**src/rtl/keypad_matrix_emulator_pkg.sv**
```systemverilog
// Shared keypad definitions: phase encodings, key-code field layout, matrix size.
// The vending machine scanner uses the same layout.
package keypad_matrix_emulator_pkg;

    localparam int KP_DIM      = 4;
    localparam int KEY_COL_MSB = 3;
    localparam int KEY_COL_LSB = 2;
    localparam int KEY_ROW_MSB = 1;
    localparam int KEY_ROW_LSB = 0;

    typedef enum logic [2:0] {
        ST_IDLE       = 3'd0,
        ST_BOUNCE_IN  = 3'd1,
        ST_HOLD       = 3'd2,
        ST_BOUNCE_OUT = 3'd3,
        ST_GAP        = 3'd4
    } kp_state_t;

    // Field order matches key_code: [3:2] column, [1:0] row.
    typedef struct packed {
        logic [KEY_COL_MSB-KEY_COL_LSB:0] col;
        logic [KEY_ROW_MSB-KEY_ROW_LSB:0] row;
    } key_code_t;

    function automatic int max3(input int a, input int b, input int c);
        int m;
        m = (a > b) ? a : b;
        return (m > c) ? m : c;
    endfunction

endpackage

```
**src/rtl/keypad_matrix_emulator_timer.sv**
```systemverilog
// Loadable saturating down-counter timing one contact phase; done when it reaches zero.
module keypad_phase_timer #(
    parameter int CW = 4
) (
    input  logic          clk,
    input  logic          reset,
    input  logic          load,
    input  logic [CW-1:0] load_val,
    output logic          done
);

    logic [CW-1:0] cnt;

    always_ff @(posedge clk) begin
        if (reset)
            cnt <= '0;
        else if (load)
            cnt <= load_val;
        else if (cnt != '0)
            cnt <= cnt - 1'b1;
    end

    assign done = (cnt == '0);

endmodule

```
**src/rtl/keypad_matrix_emulator.sv**
```systemverilog
// 4x4 membrane keypad responder: takes a key code, then drives active-low rows
// against the scanner's column strobes through press bounce, hold, release bounce, gap.
import keypad_matrix_emulator_pkg::*;

module keypad_matrix_emulator #(
    parameter int HOLD_CYCLES   = 64,
    parameter int BOUNCE_CYCLES = 8,
    parameter int GAP_CYCLES    = 16
) (
    input  logic              clk,
    input  logic              reset,
    input  logic [KP_DIM-1:0] col,
    input  logic [3:0]        key_code,
    input  logic              key_valid,
    output logic              key_ready,
    output logic [KP_DIM-1:0] row,
    output logic              busy,
    output logic              contact
);

    localparam int MAXC = max3(HOLD_CYCLES, BOUNCE_CYCLES, GAP_CYCLES);
    localparam int CW   = $clog2(MAXC + 1);

    // Each phase of N cycles loads N-1 so the last cycle of the phase sees done.
    localparam logic [CW-1:0] HOLD_LD   = CW'(HOLD_CYCLES - 1);
    localparam logic [CW-1:0] GAP_LD    = CW'(GAP_CYCLES - 1);
    localparam logic [CW-1:0] BOUNCE_LD = CW'((BOUNCE_CYCLES > 0) ? BOUNCE_CYCLES - 1 : 0);

    kp_state_t     state, state_n;
    key_code_t     code_q;
    logic          contact_n;
    logic          ld;
    logic [CW-1:0] ld_val;
    logic          done;

    keypad_phase_timer #(.CW(CW)) u_timer (
        .clk      (clk),
        .reset    (reset),
        .load     (ld),
        .load_val (ld_val),
        .done     (done)
    );

    always_ff @(posedge clk) begin
        if (reset) begin
            state   <= ST_IDLE;
            contact <= 1'b0;
            code_q  <= '0;
        end else begin
            state   <= state_n;
            contact <= contact_n;
            if (state == ST_IDLE && key_valid)
                code_q <= key_code_t'(key_code);
        end
    end

    always_comb begin
        state_n   = state;
        contact_n = contact;
        ld        = 1'b0;
        ld_val    = '0;
        case (state)
            ST_IDLE: begin
                contact_n = 1'b0;
                if (key_valid) begin
                    contact_n = 1'b1;
                    ld        = 1'b1;
                    if (BOUNCE_CYCLES > 0) begin
                        state_n = ST_BOUNCE_IN;
                        ld_val  = BOUNCE_LD;
                    end else begin
                        state_n = ST_HOLD;
                        ld_val  = HOLD_LD;
                    end
                end
            end
            ST_BOUNCE_IN: begin
                if (done) begin
                    state_n   = ST_HOLD;
                    contact_n = 1'b1;
                    ld        = 1'b1;
                    ld_val    = HOLD_LD;
                end else begin
                    contact_n = ~contact;
                end
            end
            ST_HOLD: begin
                contact_n = 1'b1;
                if (done) begin
                    contact_n = 1'b0;
                    ld        = 1'b1;
                    if (BOUNCE_CYCLES > 0) begin
                        state_n = ST_BOUNCE_OUT;
                        ld_val  = BOUNCE_LD;
                    end else begin
                        state_n = ST_GAP;
                        ld_val  = GAP_LD;
                    end
                end
            end
            ST_BOUNCE_OUT: begin
                if (done) begin
                    state_n   = ST_GAP;
                    contact_n = 1'b0;
                    ld        = 1'b1;
                    ld_val    = GAP_LD;
                end else begin
                    contact_n = ~contact;
                end
            end
            ST_GAP: begin
                contact_n = 1'b0;
                if (done)
                    state_n = ST_IDLE;
            end
            default: begin
                state_n   = ST_IDLE;
                contact_n = 1'b0;
            end
        endcase
    end

    assign key_ready = (state == ST_IDLE) & ~reset;
    assign busy      = (state != ST_IDLE) & ~reset;

    // Only the latched key's column strobe matters; other columns never pull a row.
    for (genvar r = 0; r < KP_DIM; r++) begin : g_row
        assign row[r] = ~(contact & (code_q.row == 2'(r)) & ~col[code_q.col]);
    end

endmodule

```
**config.mk**
```make
export PLATFORM = sky130hd
export DESIGN_NAME = keypad_matrix_emulator
export DESIGN_NICKNAME = d
export VERILOG_FILES = /design/src/rtl/keypad_matrix_emulator_pkg.sv /design/src/rtl/keypad_matrix_emulator_timer.sv /design/src/rtl/keypad_matrix_emulator.sv
export SDC_FILE = /design/constraint.sdc
export NUM_CORES = 1
export LEC_CHECK = 0
export ABC_AREA = 1
export CAP_MARGIN = 10
export CORE_ASPECT_RATIO = 1.25
export CORE_MARGIN = 4
export CORE_UTILIZATION = 49
export DETAILED_ROUTE_END_ITERATION = 7
export PLACE_DENSITY_LB_ADDON = 0.12
export RECOVER_POWER = 50
export SLEW_MARGIN = 40
export SYNTH_ARGS = -nofsm -noshare
export SYNTH_HDL_FRONTEND = slang
export SYNTH_SLANG_ARGS = --single-unit
```
**constraint.sdc**
```tcl
create_clock -name clk -period 3.8 [get_ports clk]
set_clock_uncertainty 0.1 [all_clocks]
set_input_delay 0.76 -clock clk [delete_from_list [all_inputs] [get_ports clk]]
set_output_delay 0.76 -clock clk [all_outputs]
set_load 0.03 [all_outputs]
```
; ---- Word-level counts from Yosys, hierarchy flattened
; Cells that the tools add are included.
[totals]
ff_bits = 15
out_inout_bits = 7
[op_classes]
reduce_logical = 9
mux = 22
eq_ne = 12
n_addsub = 1
n_bitwise = 17
n_lt_le_gt_ge = 1
[ops]
columns = op, count
row1 = $pmux W6 S4, 1
row2 = $mux W3, 7
row3 = $pmux W3 S5, 1
row4 = $mux W7, 2
row5 = $and A1 B1 Y1, 10
row6 = $ne A2 B2 Y1 const B, 5
row7 = $logic_not A7 Y1, 1
row8 = $not A1 Y1, 7
row9 = $reduce_bool A7 Y1, 1
row10 = $sub A7 B1 Y7 const B, 1
row11 = $eq A3 B2 Y1 const B, 2
row12 = $mux W1, 6
row13 = $mux W6, 1
row14 = $reduce_and A5 Y1, 1
row15 = $eq A2 B2 Y1 const B, 2
row16 = $mux W4, 1
row17 = $pmux W1 S4, 1
row18 = $eq A3 B1 Y1 const B, 1
row19 = $eq A3 B3 Y1 const B, 1
row20 = $logic_not A3 Y1, 1
row21 = $lt A2 B3 Y1 const B, 1
row22 = $reduce_bool A3 Y1, 1
row23 = $reduce_or A3 Y1, 1
row24 = $bmux W1 S2, 1
row25 = other kinds (5), 5

; ---- Depth between registers and ports, before layout
; Gate-level depths: netlist (run 1).
[logic_depth]
ltp_word = 5
mapped_depth = 10
depth_no_buf = 10

; ---- Modules after synthesis
; From an unflattened synthesis (run 1), not the netlist that was laid out.
[unflattened]
hier_cells = 148
hier_area_um2 = 1038.5
[modules_own_cells]
columns = mod, cells_each, area_each_um2, instances, seq_area_each_um2
row1 = keypad_phase_timer, 67, 530.5, 1, 140.1
row2 = keypad_matrix_emulator, 81, 508.0, 1, 160.2

; ---- Worst setup path after synthesis (run 1)
; No wires, ideal clock.
[synth_timing]
path_kind = input-to-output
startpoint = in col[2]
endpoint = out row[0]
stages = 3
path_slack_ns = 1.556
n_path_buf = 0
arrival_ns = 1.384
cell_sequence = o21ai_0 -> o22a_1 -> nand4_1
[synth_via]
elab_chain_len = 5
[synth_lines]
columns = element, line
row1 = "start, declared", keypad_matrix_emulator.sv:12  ; input logic [KP_DIM-1:0] col,
row2 = $bmux W1 S2, keypad_matrix_emulator.sv:128  ; assign row[r] = ~(contact & (code_q.row == 2'(r)) & ~col[code_q.col]);
row3 = $mux W1 (not written as such), keypad_matrix_emulator.sv:128
row4 = $not A1 Y1, keypad_matrix_emulator.sv:128
row5 = $and A1 B1 Y1, keypad_matrix_emulator.sv:128
row6 = $not A1 Y1, keypad_matrix_emulator.sv:128
row7 = "end, declared", keypad_matrix_emulator.sv:16  ; output logic [KP_DIM-1:0] row,
; No other way between the ends. The select of a mux whose other input is x is not followed.

; ---- Worst setup path after layout (run 1)
[layout_timing]
startpoint = in col[2]
endpoint = out row[1]
; The elaborated chain is that of the path after synthesis.

==> metrics.yaml, run 1 <==
arrival_ns: 2.26
vias_per_cell: 5.33
whs_ns: 0.375
cts_tree: "done"
antenna_cells: 0
firstDrtPassIters: 4
antenna_found_initial: 0
clock-sinks: 15
grt_pass1_vias: 747
overflow: 0
clock-root-buffer: "clkbuf_4"
yosysSeqAreaShare_pct: 35.0
stdcell_count: 156
worst_path_max_delay_cell: "clkdlybuf4s50_1"
yosys.area_share.simple_pct: 30.4
final_cell_mix: "inv_1 (17), nand2_1 (17), clkdlybuf4s50_1 (16), dfxtp_1 (15)"
regArea_sq_um: 300
start_kind: "input port"
hpwl_mm: 1.35
worst_skew_pair.late_latency_ns: 0.28
synth_top_family_by_area: "simple AND/OR/NAND/NOR gates"
avgRoutedWirePerCell_microns: 11.4
dieArea_sq_mm: 0.00249
grt_use_total_pct: 16.8
syn_avg_cell_area_sq_um: 7.20
max_freq_ghz: 0.320
ir_drop_mv: 0.475
path_common_cell: "clkdlybuf4s50_1"
post-cts-setup-buffers: 0
drc: 0
clk_pin_slew_worst_paths_ns: 0.09
grt_pass1_wl_mm: 2.94
cp-end-kind: "primary output"
cts_buffers: 3
io_buffer_count: 17
required_ns: 2.94
io_pins: 18
synth.area.mux_share_pct: 0
rsz0062_at_grt: "false"
synth_cells: 119
num_vias: 831
h-tree-depth: 1
leakagePower_nw: 0.448
wl_mm: 1.78
post-place-ws_ns: 0.665
path_max_fanout: 4
finalHoldViolations: 0
path_cells: "clkdlybuf4s50_1, o21ai_0, o22a_1, nand4_1, clkdlybuf4s50_1"
syn_nets: 132
die_h_microns: 54.8
post-route-min-period_ns: 3.12
ctsResizeCount: 0
synth-xor-area-share_pct: 5.11
fin_ws_ns: 0.678
drv_slew: 0
ant_nets: 0
hold_buffers: 0
drt_iter0_markers: 8
row_count: 16
drv_cap: 0
slew-limit-headroom_pct: 75.6
powerDensity_mw_per_mm2: 845
cts.path.max_buffers: 2
syn_area_sq_um: 857
hold_class: "flop to flop"
slowest_delay_ns: 0.67
core_sq_mm: 0.00162
synth_fa_ha_area_share_pct: 2.92
start_util_pct: 52.9
post-route-period-util_pct: 82.2
multi_input_area_sq_um: 469
drive_above_1_share_pct: 8.70
setup_viol: 0
die_x_microns: 45.4
ys_seq_elements: 15
path_class: "input port to primary output"
post-route-util_pct: 65.2
routabilityCongestion: 0.846
yosys_warnings: 0
fillers: 143
nets: 152
dp_cells: 152
fin_setup_tns_ns: 0
grt_max_degree: 13
worst_pin_slew_ns: 0.365
syn_to_final_growth_pct: 23.4
ys_types: 23
synth_compound_area_share_pct: 16.9
status: "complete, no violations"
==> synthesized netlist by cell type, drive strengths merged <==
cell    n  area (sq um)
dfxtp  15           300
nand3   8          57.6
nand2  20          87.6
inv    18          67.6
nor3    3          15.0
buf     2          15.0
o21ai  11          66.3
ha      2          25.0
xor2    1          8.76
nor2   16          75.1
xnor2   4          35.0
o22a    1          8.76
nand4   4          25.0
a21oi  14          70.1
==> worst max-delay path, delay by kind of cell <==
family | cells | cell delay (ns)
and+or+nand+nor | 1 | 0.08
AOI/OAI and AO/OA | 2 | 0.30
buffers and inverters | 2 | 1.12
==> where the power goes <==
part	internal, W	total [W]	switching, W
Combinational	0.000202	0.000522	0.000319
Clock	0.0000391	0.0000925	0.0000535
Sequential	0.000219	0.000279	0.0000600
==> state kept, by name (all words and copies together) (netlist names) <==
register / count
u_timer.cnt: 7
state: 3
contact: 1
code_q: 4
==> stage by stage <==
stage               power, W  cell area [sq um]
floorplan           0.000694                857
global placement    0.000794               1030
detailed placement  0.000808               1030
CTS                 0.000903               1060
global route        0.000980               1060
finish              0.000893               1060
==> area by class of cell <==
type                            count  share of cell area [%]
Multi-Input combinational cell     84                    44.4
Timing Repair Buffer               17                    16.1
Clock inverter                      1                   0.473
Sequential cell                    15                    28.4
Tap cell                           18                    2.13
Inverter                           18                    6.39
Clock buffer                        3                    2.13
==> routing by layer <==
metal	share of wire, %	up-vias	GRT usage, %	routed length, microns
li1	-	426	-	-
met1	43	373	17.0	759
met2	49	28	29.8	870
met3	6.0	4	3.95	106
met4	2.1	0	11.2	38
met5	0	-	0	0
==> path summary, 6_finish.rpt <==
path	cells after the start	endpoint	slack, ns	from
setup reg to reg	9	u_timer.cnt[4]	1.91	u_timer.cnt[0]
hold / removal	2	code_q[3]	0.37	code_q[3]
setup / recovery	5	row[1]	0.68	col[2]
hold reg to reg	2	code_q[3]	0.37	code_q[3]
==> logic make-up after synthesis <==
family,after synthesis
AOI/OAI and AO/OA,26
xor gates and xnor gates,5
adders and majority gates,2
buffers and inverters,20
DFF,15
and+or+nand+nor,51
Power figures use the tool's default switching activity.
==> run 2: changes to the inputs <==
--- a/config.mk
+++ b/config.mk
@@ -9,7 +9,7 @@
 export CAP_MARGIN = 10
 export CORE_ASPECT_RATIO = 1.25
 export CORE_MARGIN = 4
-export CORE_UTILIZATION = 49
+export CORE_UTILIZATION = 44
 export DETAILED_ROUTE_END_ITERATION = 7
 export PLACE_DENSITY_LB_ADDON = 0.12
 export RECOVER_POWER = 50
==> constraint.sdc (replaced) <==
create_clock -name clk -period 2.73 [get_ports clk]
set_clock_uncertainty 0.1 [all_clocks]
set_input_delay 0.546 -clock clk [delete_from_list [all_inputs] [get_ports clk]]
set_output_delay 0.546 -clock clk [all_outputs]
set_load 0.03 [all_outputs]
==> metrics.yaml, run 2 (synthesis gave the netlist of run 1 again) <==
dieArea_sq_mm: 0.00272  # +9.5%
post-route-period-util_pct: 90.4
cp-end-kind: "primary output"
stdcell_count: 158  # +1.3%
whs_ns: 0.376  # +0.00173 ns
fin_setup_tns_ns: 0  # unchanged
status: "complete, no violations"
hp-start: "code_q[3]"
h-tree-depth: 1  # unchanged
hold_path_end: "code_q[3]"
wl_mm: 1.81  # +2.1%
final_cell_mix: "nand2_1 (17), inv_1 (16), dfxtp_1 (15), nor2_1 (14), a21oi_1 (14)"
path_class: "input port to primary output"
antenna_found_initial: 0  # unchanged
cts.path.max_buffers: 2  # unchanged
arrival_ns: 1.82  # -0.44 ns
routabilityCongestion: 0.864  # +2.1%
die_h_microns: 57.3  # +4.7%
powerDensity_mw_per_mm2: 1160  # +37%
num_vias: 801  # -3.6%
grt_max_degree: 13  # unchanged
cts_tree: "done"
switchingPower_w: 0.000601  # +39%
power_frac_comb_pct: 58.5  # about the same
worst_skew_pair.late_latency_ns: 0.28  # about the same
path_max_fanout: 5  # +1
post-route-min-period_ns: 2.47
r2r_cells: 9  # unchanged
drv_slew: 0  # unchanged
io_buffer_count: 17  # unchanged
grt_pass1_vias: 734  # -1.7%
vias_per_cell: 5.07  # -4.8%
rsz0062_at_grt: "false"
grt_pass1_wl_mm: 2.98  # +1.4%
p_sw_share_pct: 48.3  # -0.12 points
setup_viol: 0  # unchanged
drc: 0  # unchanged
finalHoldViolations: 0  # unchanged
post-cts-setup-buffers: 0  # unchanged
reg2reg_from: "u_timer.cnt[0]"
p_clk_share_pct: 10.3  # about the same
drive_above_1_share_pct: 7.91  # -0.78 points
clock-root-buffer: "clkbuf_4"
drv_cap: 0  # unchanged
clk_pin_slew_worst_paths_ns: 0.09  # about the same
io_pins: 18  # unchanged
post-place-ws_ns: 0.0180  # -0.647 ns
nets: 153  # +0.66%
max_freq_ghz: 0.405
leakagePower_nw: 0.443  # -0.96%
start_util_pct: 47.4  # -5.5 points
ff2ff_setup_slack_ns: 0.72  # -1.19 ns
r2r_end: "u_timer.cnt[4]"
firstDrtPassIters: 4  # unchanged
avgRoutedWirePerCell_microns: 11.5  # +0.79%
whs_path_depth: 2  # unchanged
antenna_cells: 0  # unchanged
layout_commonest_cell: "nand2_1"
start_kind: "input port"
worst_pin_slew_ns: 0.369  # +0.00362 ns
die_x_microns: 47.5  # +4.6%
core_sq_mm: 0.00181  # +11%
largestRegisters: "u_timer.cnt (7), code_q (4), state (3)"
hpwl_mm: 1.39  # +2.4%
largest_reg_flops: 7  # unchanged
regMostFlops: "u_timer.cnt"
row_count: 17  # +1
ir_drop_mv: 0.626  # +32%
slew-limit-headroom_pct: 75.3  # -0.24 points
ant_nets: 0  # unchanged
dp_cells: 154  # +1.3%
p_int_w: 0.000643  # +40%
seqPwrFrac_pct: 31.3  # about the same
overflow: 0  # unchanged
fin_ws_ns: 0.262  # -0.416 ns
syn_to_final_growth_pct: 25.0
required_ns: 2.08  # -0.86 ns
clock-sinks: 15  # unchanged
drt_iter0_markers: 18  # +10
hold_class: "flop to flop"
cts_buffers: 3  # unchanged
grt_use_total_pct: 14.8  # -2.0 points
run 2: changes by cell type in the layout (fill, tap and decap cells not counted), sizes merged:
cell           previous run  this run
dlygate4sd3               1         0
clkbuf                    3         5
dlymetal6s2s              0         4
clkdlybuf4s50            16        13
inv                      18        17
run 2: critical path, cell delays in order:
cell and delay [ns]:
clkdlybuf4s50_1 0.47, nor2_1 0.13, clkdlybuf4s50_1 0.68
run 2: area by class of cell:
cell class | instances | area (sq um)
Fill cell | 172 | 737
Multi-Input combinational cell | 84 | 469
Sequential cell | 15 | 300
Timing Repair Buffer | 18 | 184
Inverter | 18 | 67.6
Clock buffer | 4 | 26.3
Tap cell | 19 | 23.8
run 2: how the worst max path moves through the flow:
| stage | depth (start not counted) | startpoint | slack (ns) | endpoint |
|---|---|---|---|---|
| detailed placement | 5 | col[1] | 0.02 | row[0] |
| finish | 3 | reset | 0.26 | key_ready |
| CTS | 5 | col[1] | 0.01 | row[0] |
| global placement | 5 | col[2] | 0.04 | row[0] |
| floorplan | 3 | col[2] | 0.91 | row[0] |
| global route | 3 | reset | 0.21 | busy |
run 2: through the flow:
stage | total power [W] | area (sq um) | util [%]
final | 0.00124 | 1070 | 59.2
after CTS | 0.00126 | 1070 | 59.2
after detailed placement | 0.00113 | 1040 | 57.7
after floorplan | 0.000966 | 857 | -
after global routing | 0.00137 | 1070 | 59.2
after global placement | 0.00111 | 1040 | 57.7
run 2: metal layers:
layer | routed length [microns] | track usage [%] | part of all wire, %
met2 | 834 | 22.4 | 46
met1 | 826 | 18.9 | 46
met3 | 121 | 3.15 | 6.7
met5 | 0 | 0 | 0
met4 | 29 | 7.51 | 1.6
run 2: timing repair:
item,4_1_cts,5_1_grt
setup endpoints to repair,0,4
hold buffers,0,0
hold endpoints to repair,0,0
gates resized for setup,0,4
run 2: power by group through the flow:
stage / combinational, W / sequential, W / clock [W]
floorplan: 0.000577 / 0.000389 / 0
global placement: 0.000721 / 0.000386 / 0
detailed placement: 0.000739 / 0.000391 / 0
CTS: 0.000744 / 0.000386 / 0.000132
global route: 0.000830 / 0.000398 / 0.000143
finish: 0.000727 / 0.000389 / 0.000128
